`src/rtl/mesi_snoop_cache.sv`:
```
// Direct-mapped MESI snooping cache controller: one processor request port,
// one shared-bus port (arbitration, commands, fill) and a snoop responder.
module mesi_snoop_cache #(
  parameter int IDX_W  = 2,
  parameter int TAG_W  = 3,
  parameter int DATA_W = 3
) (
  input  logic                   clock,
  input  logic                   clear,
  input  logic                   cpu_req,
  input  logic                   cpu_we,
  input  logic [TAG_W+IDX_W-1:0] cpu_addr,
  input  logic [DATA_W-1:0]      cpu_wdata,
  output logic                   cpu_busy,
  output logic                   cpu_done,
  output logic [DATA_W-1:0]      cpu_rdata,
  output logic                   cpu_hit,
  output logic                   bus_req,
  input  logic                   bus_gnt,
  output logic                   bus_valid,
  output logic [2:0]             bus_cmd,
  output logic [TAG_W+IDX_W-1:0] bus_addr,
  output logic [DATA_W-1:0]      bus_wdata,
  input  logic                   mem_valid,
  input  logic [DATA_W-1:0]      mem_rdata,
  input  logic                   shared_in,
  input  logic                   snp_valid,
  input  logic [2:0]             snp_cmd,
  input  logic [TAG_W+IDX_W-1:0] snp_addr,
  output logic                   shared_out,
  output logic                   flush_valid,
  output logic [DATA_W-1:0]      flush_data
);
  localparam int unsigned LINES = 1 << IDX_W;
  localparam int ADDR_W = TAG_W + IDX_W;

  typedef enum logic [1:0] {ST_I = 2'b00, ST_S = 2'b01, ST_E = 2'b10, ST_M = 2'b11} mesi_t;
  typedef enum logic [2:0] {
    CMD_NONE = 3'd0, CMD_RD = 3'd1, CMD_RDX = 3'd2, CMD_UPGR = 3'd3, CMD_FLUSH = 3'd4
  } cmd_t;
  typedef enum logic [2:0] {
    IDLE, LOOKUP, WB_REQ, WB_CMD, BUS_REQ, BUS_CMD, WAIT_FILL, DONE
  } fsm_t;

  mesi_t             st [LINES];
  logic [TAG_W-1:0]  tg [LINES];
  logic [DATA_W-1:0] dt [LINES];

  fsm_t              state, next;
  logic              r_we;
  logic [ADDR_W-1:0] r_addr;
  logic [DATA_W-1:0] r_wdata;
  cmd_t              r_cmd;
  logic              wb_gap;

  logic [IDX_W-1:0]  idx, s_idx;
  logic [TAG_W-1:0]  rtag;
  logic              lhit, upgr, collide;
  logic              s_hit, s_flush, s_mod;
  mesi_t             s_next;

  assign idx     = r_addr[IDX_W-1:0];
  assign rtag    = r_addr[ADDR_W-1:IDX_W];
  assign lhit    = (st[idx] != ST_I) && (tg[idx] == rtag);
  assign upgr    = lhit && r_we && (st[idx] == ST_S);
  assign s_idx   = snp_addr[IDX_W-1:0];
  assign s_hit   = snp_valid && (st[s_idx] != ST_I) && (tg[s_idx] == snp_addr[ADDR_W-1:IDX_W]);
  assign collide = s_mod && (s_idx == idx);

  always_comb begin
    s_next  = st[s_idx];
    s_flush = 1'b0;
    if (s_hit) begin
      case (snp_cmd)
        CMD_RD: begin
          s_flush = (st[s_idx] == ST_M);
          s_next  = ST_S;
        end
        CMD_RDX: begin
          s_flush = (st[s_idx] == ST_M);
          s_next  = ST_I;
        end
        CMD_UPGR: if (st[s_idx] == ST_S) s_next = ST_I;
        default: ;
      endcase
    end
    s_mod = s_hit && (s_next != st[s_idx]);
  end

  always_ff @(posedge clock) begin
    if (clear) state <= IDLE;
    else       state <= next;
  end

  always_comb begin
    next      = state;
    cpu_busy  = (state != IDLE);
    cpu_done  = 1'b0;
    bus_req   = 1'b0;
    bus_valid = 1'b0;
    bus_cmd   = '0;
    bus_addr  = '0;
    bus_wdata = '0;
    case (state)
      IDLE: if (cpu_req) next = LOOKUP;
      LOOKUP: begin
        // A snoop changing this line in the same cycle wins; re-evaluate next cycle.
        if (!collide) begin
          if (lhit && !upgr)        next = DONE;
          else if (lhit)            next = BUS_REQ;
          else if (st[idx] == ST_M) next = WB_REQ;
          else                      next = BUS_REQ;
        end
      end
      WB_REQ: begin
        bus_req = 1'b1;
        if (st[idx] != ST_M) next = BUS_REQ;
        else if (bus_gnt)    next = WB_CMD;
      end
      WB_CMD: begin
        bus_req   = 1'b1;
        bus_valid = 1'b1;
        bus_cmd   = CMD_FLUSH;
        bus_addr  = {tg[idx], idx};
        bus_wdata = dt[idx];
        next      = BUS_REQ;
      end
      BUS_REQ: begin
        // After a write-back the request is withdrawn for one cycle before re-arbitrating.
        bus_req = !wb_gap;
        if (bus_gnt && !wb_gap) next = BUS_CMD;
      end
      BUS_CMD: begin
        bus_req   = 1'b1;
        bus_valid = 1'b1;
        bus_cmd   = r_cmd;
        bus_addr  = r_addr;
        next      = (r_cmd == CMD_UPGR) ? DONE : WAIT_FILL;
      end
      WAIT_FILL: begin
        bus_req = 1'b1;
        if (mem_valid) next = DONE;
      end
      DONE: begin
        cpu_done = 1'b1;
        next     = IDLE;
      end
      default: next = IDLE;
    endcase
  end

  always_ff @(posedge clock) begin
    if (clear) begin
      for (int unsigned i = 0; i < LINES; i++) begin
        st[i] <= ST_I;
        tg[i] <= '0;
        dt[i] <= '0;
      end
      r_we        <= 1'b0;
      r_addr      <= '0;
      r_wdata     <= '0;
      r_cmd       <= CMD_NONE;
      wb_gap      <= 1'b0;
      cpu_rdata   <= '0;
      cpu_hit     <= 1'b0;
      shared_out  <= 1'b0;
      flush_valid <= 1'b0;
      flush_data  <= '0;
    end else begin
      case (state)
        IDLE: if (cpu_req) begin
          r_we    <= cpu_we;
          r_addr  <= cpu_addr;
          r_wdata <= cpu_wdata;
        end
        LOOKUP: if (!collide) begin
          r_cmd <= upgr ? CMD_UPGR : (r_we ? CMD_RDX : CMD_RD);
          if (lhit && !upgr) begin
            cpu_hit   <= 1'b1;
            cpu_rdata <= r_we ? r_wdata : dt[idx];
            if (r_we) begin
              st[idx] <= ST_M;
              dt[idx] <= r_wdata;
            end
          end
        end
        WB_CMD: begin
          st[idx] <= ST_I;
          wb_gap  <= 1'b1;
        end
        BUS_REQ: wb_gap <= 1'b0;
        BUS_CMD: if (r_cmd == CMD_UPGR) begin
          st[idx]   <= ST_M;
          tg[idx]   <= rtag;
          dt[idx]   <= r_wdata;
          cpu_hit   <= 1'b0;
          cpu_rdata <= r_wdata;
        end
        WAIT_FILL: if (mem_valid) begin
          tg[idx] <= rtag;
          cpu_hit <= 1'b0;
          if (r_we) begin
            st[idx]   <= ST_M;
            dt[idx]   <= r_wdata;
            cpu_rdata <= r_wdata;
          end else begin
            st[idx]   <= shared_in ? ST_S : ST_E;
            dt[idx]   <= mem_rdata;
            cpu_rdata <= mem_rdata;
          end
        end
        default: ;
      endcase
      // Snoop updates come last so they override a same-cycle FSM write.
      shared_out  <= s_hit;
      flush_valid <= s_flush;
      if (s_flush) flush_data <= dt[s_idx];
      if (s_mod)   st[s_idx]  <= s_next;
    end
  end
endmodule

```
`config.mk`:
```
export PLATFORM = sky130hd
export DESIGN_NAME = mesi_snoop_cache
export DESIGN_NICKNAME = d
export VERILOG_FILES = /design/src/rtl/mesi_snoop_cache.sv
export SDC_FILE = /design/constraint.sdc
export NUM_CORES = 1
export LEC_CHECK = 0
export ABC_AREA = 0
export BUFFER_PORTS_ARGS = -buffer_cell sky130_fd_sc_hd__buf_2
export CAP_MARGIN = 40
export CORE_MARGIN = 5
export CORE_UTILIZATION = 50
export CTS_BUF_LIST = sky130_fd_sc_hd__clkbuf_4 sky130_fd_sc_hd__clkbuf_8
export CTS_CLUSTER_DIAMETER = 150
export DETAILED_ROUTE_END_ITERATION = 7
export PLACE_DENSITY = 0.74
export REMOVE_ABC_BUFFERS = 1
export SKIP_LAST_GASP = 1
export SLEW_MARGIN = 15
export SYNTH_ARGS = -nofsm -noshare
export SYNTH_HDL_FRONTEND = slang
export SYNTH_SLANG_ARGS = --single-unit
```
`constraint.sdc`:
```
create_clock -name clock -period 3.5 [get_ports clock]
set_input_delay 0.525 -clock clock [delete_from_list [all_inputs] [get_ports clock]]
set_output_delay 0.525 -clock clock [all_outputs]
set_load 0.1 [all_outputs]
```
==> metrics.md, run 1 <==
| Metric | Value |
|---|---|
| Status | finished clean |
| Placement Setup Slack | 275 ps |
| CP max FO | 7 |
| Inserted Diodes | 0 |
| Commonest cells post-synth | 51 x nand2_1, 40 x nor2_1, 32 x edfxtp_1, 26 x dfxtp_1, 15 x a21oi_1 |
| Largest area contributor in the netlist | edfxtp_1 |
| CTS buffer count | 9 |
| Slowest cell on crit path | mux4_2 |
| Clock transition at path regs | 60 ps |
| DIE WIDTH | 92.5 um |
| Die ar. | 8560 um2 |
| Yosys warnings | 0 |
| CP Cell Sequence | buf_4, mux4_2, o2111ai_1, nand2b_1, o31a_4, nand2_4, a311o_1 |
| Dominant synthesized flop cell | edfxtp_1 |
| CP arrival | 3010 ps |
| Setup slack after layout | 577 ps |
| Initial Util | 0.507 |
| DRC viols | 0 |
| Post-synthesis async set-or-reset flop share | 0 |
| WL/cell | 17.1 um |
| XOR/XNOR share of the synthesized area | 0.0232 |
| Relative slew slack | 0.414 |
| # clock sinks | 58 |
| Vias per inst | 5.92 |
| I/O Buffers | 50 |
| DRT antenna net count | 0 |
| Largest net degree at the start of global routing | 30 |
| Sequential cell area fraction in the yosys report | 0.435 |
| Gr usage total | 0.202 |
| Die height | 92.5 um |
| Area delta synth->final | 15.3% |
| Std cell rows | 30 |
| TritonCTS clock tree | done |
| RSZ-0062 raised after global routing | no |
| Largest family of logic cells by synthesized area | simple AND/OR/NAND/NOR gates |
| NumNets Final | 417 |
| Routed WL | 8140 um |
| Final Setup Violations | 0 |
| Synth Instances | 343 |
| Initial DRT Pass Iterations | 4 |
| Startpoint Class | flop |
| CTS resizes | 0 |
| Fill count | 601 |
| Synth cell types | 54 |
| Min Clock Period, post-route | 2920 ps |
| Fin crit share | 0.835 |
| Clk_skew | 8.82 ps |
| Htree depth | 3 |
| First-pass GRT wire length | 13500 um |
| Vias in the first global route | 2821 |
| Synth Area in Simple Gates | 0.208 |
| Max Buffers Root-to-Sink | 2 |
| Synthesized area per cell | 9.93 um2 |
| Post-Synth Adder-Cell Area | 0 |
| Initial antenna violation count | 0 |
| Mapped Area | 3400 um2 |
| Largest cells by area after synthesis | edfxtp_1 28%, dfxtp_1 15%, mux4_2 8.6%, nand2_1 5.6%, nor2_1 4.4% |
| GRT Residual Overflow | 0 |
| Root Driver | clkbuf_8 |
| Count leader, synth | nand2_1 |
| Max cap viols | 0 |
| CTS Hold Buffers Added | 0 |
| Req. time, crit path | 3590 ps |
| Max VDD drop | 0.438 mV |
| Synthesized flop and latch total | 58 |
| WS Path Type | flop to flop |
| Layout cells sized above 1 | 0.241 |
| Gpl congestion | 0.832 |
| Hpwl dp | 6200 um |
| Max-slew violations | 0 |
| Postcts setup bufs | 0 |
| Area fraction in compound gates after synthesis | 0.148 |
| Starting DRT DRC Count | 197 |
| Slowest Stage Delay on Critical Path | 560 ps |
| Top cell type's share of synthesized area | 0.282 |
| Pwr dens | 569 nW/um2 |
| CP endpoint kind | flop |
| Post-synth EDFFs | 32 |
| Worst-Margin Slew | 872 ps |
| Pleak | 1.61 nW |
| Core footprint | 6720 um2 |
| Final hold vios | 0 |
| Post-synthesis mux area share | 0.148 |
| Max Clk Rate | 0.342 GHz |
| Hold Path Class | input pin to flop |
| Top Ports | 51 |
| Vias | 2811 |
| Worst skew pair latency | 330 ps |
| Final TNS setup | 0 ps |
routing by layer:
| metal | routed length [um] | GRT usage | vias up | part of all wire |
|---|---|---|---|---|
| met3 | 579 | 0.0390 | 11 | 0.071 |
| met5 | 0 | 0 | - | 0 |
| met2 | 3990 | 0.335 | 101 | 0.49 |
| li1 | - | - | 1351 | - |
| met4 | 161 | 0.0953 | 0 | 0.020 |
| met1 | 3410 | 0.253 | 1348 | 0.42 |
worst paths after layout:
| check | startpoint | endpoint | slack [ps] | cells after the start |
|---|---|---|---|---|
| setup / recovery | flop | st[3][0] | 580 | 7 |
| hold / removal | cpu_wdata[1] | r_wdata[1] | 420 | 3 |
| setup reg to reg | flop | st[3][0] | 580 | 7 |
| hold reg to reg | cpu_rdata[2] | cpu_rdata[2] | 480 | 1 |
registers in the layout, summed over array words and instances, names as in the netlist, named ones only:
register / count
cpu_hit: 1
cpu_rdata: 3
dt: 12
flush_data: 3
flush_valid: 1
r_addr: 5
r_cmd: 2
r_wdata: 3
r_we: 1
shared_out: 1
st: 8
state: 3
tg: 12
wb_gap: 1
per-stage QoR:
stage                     instances  power (mW)  utilization  instance area, um2  hold slack [ps]
after floorplan                 324        1.41            -                3320              439
after global placement          459        1.58        0.552                3710              463
after detailed placement        459        1.59        0.552                3710              469
after CTS                       475        2.24        0.584                3930              414
after global routing            475        2.34        0.584                3930              437
final                           475        2.23        0.584                3930              425
power by group:
| part | internal, mW | switching, mW |
|---|---|---|
| sequential | 0.782 | 0.100 |
| combinational | 0.212 | 0.484 |
| clock | 0.402 | 0.254 |
| total | 1.40 | 0.838 |
final cells by class:
| type | instances | area [um2] | area share |
|---|---|---|---|
| repair buffers | 55 | 288 | 0.0733 |
| multi-input cells | 253 | 1790 | 0.457 |
| well taps | 80 | 100 | 0.0255 |
| clock buffers | 14 | 180 | 0.0459 |
| inverters | 13 | 48.8 | 0.0124 |
| flip-flops and latches | 58 | 1480 | 0.377 |
| clock inverters | 2 | 35.0 | 0.00892 |
critical path: cells and delay by family (launching register included):
| kind | cells | cell delay (ps) |
|---|---|---|
| mux | 1 | 560 |
| buf+inv | 1 | 220 |
| flops | 1 | 450 |
| simple gates | 2 | 450 |
| compound gates | 3 | 990 |
cells in the final DEF, fill, tap and decap left out, drive strengths merged, types with 12 or more instances in the layout:
cell type,instances
mux4,16
nor2,40
mux2i,12
edfxtp,32
a21oi,15
dfxtp,26
buf,55
o21ai,13
nand2,52
clkbuf,14
inv,13
nor3,12
logic make-up after synthesis:
group / Yosys count
AOI/OAI and AO/OA: 69
DFF: 58
xor gates and xnor gates: 9
and+or+nand+nor: 146
muxes: 29
buffers and inverters: 32
No activity file was read; power rests on OpenSTA's default activity.
==> run 2, diff against run 1 <==
--- a/config.mk
+++ b/config.mk
@@ -13,7 +13,7 @@
 export CTS_BUF_LIST = sky130_fd_sc_hd__clkbuf_4 sky130_fd_sc_hd__clkbuf_8
 export CTS_CLUSTER_DIAMETER = 150
 export DETAILED_ROUTE_END_ITERATION = 7
-export PLACE_DENSITY = 0.74
+export PLACE_DENSITY = 0.77
 export REMOVE_ABC_BUFFERS = 1
 export SKIP_LAST_GASP = 1
 export SLEW_MARGIN = 15
==> constraint.sdc (replaced) <==
create_clock -name clock -period 2.4 [get_ports clock]
set_input_delay 0.36 -clock clock [delete_from_list [all_inputs] [get_ports clock]]
set_output_delay 0.36 -clock clock [all_outputs]
set_load 0.1 [all_outputs]
==> metrics.md, run 2 (synthesis results as in run 1) <==
| Metric | Value |
|---|---|
| Max cap viols | 0 (unchanged) |
| Hold Path Class | input pin to flop |
| Final hold slack | 261 ps (-164 ps) |
| Worst hold stages | 3 (unchanged) |
| Vias in the first global route | 3065 (+8.6%) |
| Root Driver | clkbuf_8 |
| # clock sinks | 58 (unchanged) |
| Vias per inst | 5.91 (-0.15%) |
| Htree depth | 3 (unchanged) |
| Commonest non-fill, non-tap cell in the layout | buf_4 |
| CP max FO | 4 (-3) |
| Failing checks | negative setup slack |
| Fin crit share | 1.07 (+0.239) |
| Die height | 92.5 um (unchanged) |
| Status | complete, but fails checks |
| Routed WL | 9150 um (+12%) |
| GRT Residual Overflow | 0 (unchanged) |
| Gr usage total | 0.219 (+0.0171) |
| RR Endpoint | st[3][1] |
| DRC viols | 0 (unchanged) |
| Reg2Reg Launch Point | tg[3][1] |
| Placed Cells | 497 (+8.3%) |
| NumNets Final | 460 (+10%) |
| Final Setup Violations | 44 (+44) |
| Setup slack after layout | -179 ps (-756 ps) |
| R2R Setup Slk | -180 ps (-760 ps) |
| Commonest cells after routing, fill and taps aside | 44 x buf_4, 43 x nand2_1, 43 x buf_2 |
| Max VDD drop | 0.844 mV (+93%) |
| Initial DRT Pass Iterations | 5 (+1) |
| Largest registers | dt x12, tg x12, st x8 |
| Worst-Margin Slew | 648 ps (-224 ps) |
| Final Non-Filler Cells | 518 (+9.1%) |
| Vias | 3061 (+8.9%) |
| Req. time, crit path | 2490 ps (-1100 ps) |
| Max Buffers Root-to-Sink | 2 (unchanged) |
| Gpl congestion | 0.902 (+8.4%) |
| DRT antenna net count | 0 (unchanged) |
| Initial Util | 0.507 (unchanged) |
| Max Clk Rate | 0.388 GHz (+13%) |
| TritonCTS clock tree | done |
| Startpoint Class | flop |
| Layout cells sized above 1 | 0.402 (+0.161) |
| RSZ-0062 raised after global routing | yes |
| CP top delay family | compound AO/OA/AOI/OAI gates |
| Relative slew slack | 0.563 (+0.149) |
| CP arrival | 2670 ps (-340 ps) |
| Starting DRT DRC Count | 211 (+7.1%) |
| Slowest Stage Delay on Critical Path | 550 ps (about the same) |
| Largest net degree at the start of global routing | 23 (-23%) |
| R2R cell count | 8 (+1) |
| Final TNS setup | -4790 ps (-4790 ps) |
| Pleak | 1.89 nW (+18%) |
| Top Ports | 51 (unchanged) |
| Hold Crit Endpoint | r_wdata[0] |
| CTS buffer count | 9 (unchanged) |
| Core footprint | 6720 um2 (unchanged) |
| CP Cell Sequence | mux4_2, xnor2_4, o2111ai_4, nor4_4, buf_4, o31a_4, nand2_4, a311o_1 |
| Slowest cell on crit path | mux4_2 |
| Hpwl dp | 6910 um (+11%) |
| DIE WIDTH | 92.5 um (unchanged) |
| Buffer and inverter count on the worst path | 1 (unchanged) |
| Max-slew violations | 0 (unchanged) |
| CP endpoint kind | flop |
| WS Path Type | flop to flop |
| Final hold vios | 0 (unchanged) |
| Inserted Diodes | 0 (unchanged) |
| Hold Crit Start | cpu_wdata[0] |
| First-pass GRT wire length | 14500 um (+7.6%) |
| Min Clock Period, post-route | 2580 ps (-344 ps) |
| CTS Hold Buffers Added | 0 (unchanged) |
| Std cell rows | 30 (unchanged) |
| Pwr dens | 738 nW/um2 (+30%) |
| Area delta synth->final | 32.4% |
| Worst skew pair latency | 340 ps (about the same) |
| Initial antenna violation count | 0 (unchanged) |
| Clk_skew | 10.0 ps (+1.19 ps) |
| WL/cell | 17.7 um (+3.1%) |
| I/O Buffers | 50 (unchanged) |
| Die ar. | 8560 um2 (unchanged) |
| Clock transition at path regs | 60 ps (about the same) |
-- run 2: cell count changes in the layout (fill, tap and decap cells not counted), moves of 3 or more --
cell	previous run	this run
nand2_1	51	43
buf_2	50	43
nor2_1	40	31
buf_6	0	4
nor3_1	12	7
nand2_2	0	8
nor2_4	0	3
nor2_2	0	6
buf_4	5	44
xnor2_1	8	5
buf_12	0	7
nor3_2	0	5
-- run 2: worst max path at each step --
stage                 from            to  cells past startpoint
6_report          tg[3][1]      st[3][1]                      8
5_1_grt           tg[3][1]  cpu_rdata[0]                      8
4_1_cts           st[2][1]  cpu_rdata[0]                      8
3_5_place_dp   snp_addr[0]      dt[1][2]                      9
3_3_place_gp   snp_addr[0]      dt[1][1]                      8
2_1_floorplan     state[1]   bus_addr[2]                      4
-- run 2: layout make-up --
cell class | count | area, um2
Fill cell | 521 | 2210
Multi-Input combinational cell | 253 | 1970
Sequential cell | 58 | 1490
Timing Repair Buffer | 98 | 731
Clock buffer | 11 | 145
Tap cell | 80 | 100
Inverter | 13 | 48.8
Clock inverter | 5 | 30.0
-- run 2: power breakdown --
part | switching, mW | total, mW | internal (mW)
combinational | 0.824 | 1.26 | 0.434
clock | 0.398 | 0.807 | 0.408
sequential | 0.117 | 1.26 | 1.14
-- run 2: timing repair --
action,in CTS,in global routing
endpoints found under the setup margin,52,57
gates resized for setup,28,23
pin swaps,23,10
buffers inserted,2,4
-- run 2: tightest hold or removal path, cell delays in order --
cell     delay (ps)
buf_2           100
nand2_1          40
a21oi_1          50
-- run 2: metrics by stage --
stage                      util  setup slack (ps)  instance area [um2]  power [mW]
after floorplan               -              -471                 3320        2.06
after global placement    0.610              -422                 4100        2.41
after detailed placement  0.610              -535                 4100        2.44
after CTS                 0.651              -200                 4370        3.27
after global routing      0.671              -243                 4510        3.49
final                     0.671              -179                 4510        3.32
-- run 2: layer usage --
layer  wire (um)  up-vias  global-route usage  share of wire
met5           0        -                   0              0
met4         265        0              0.0879          0.029
li1            -     1434                   -              -
met1        3650     1478               0.265           0.40
met2        4620      125               0.375           0.50
met3         615       24              0.0504          0.067
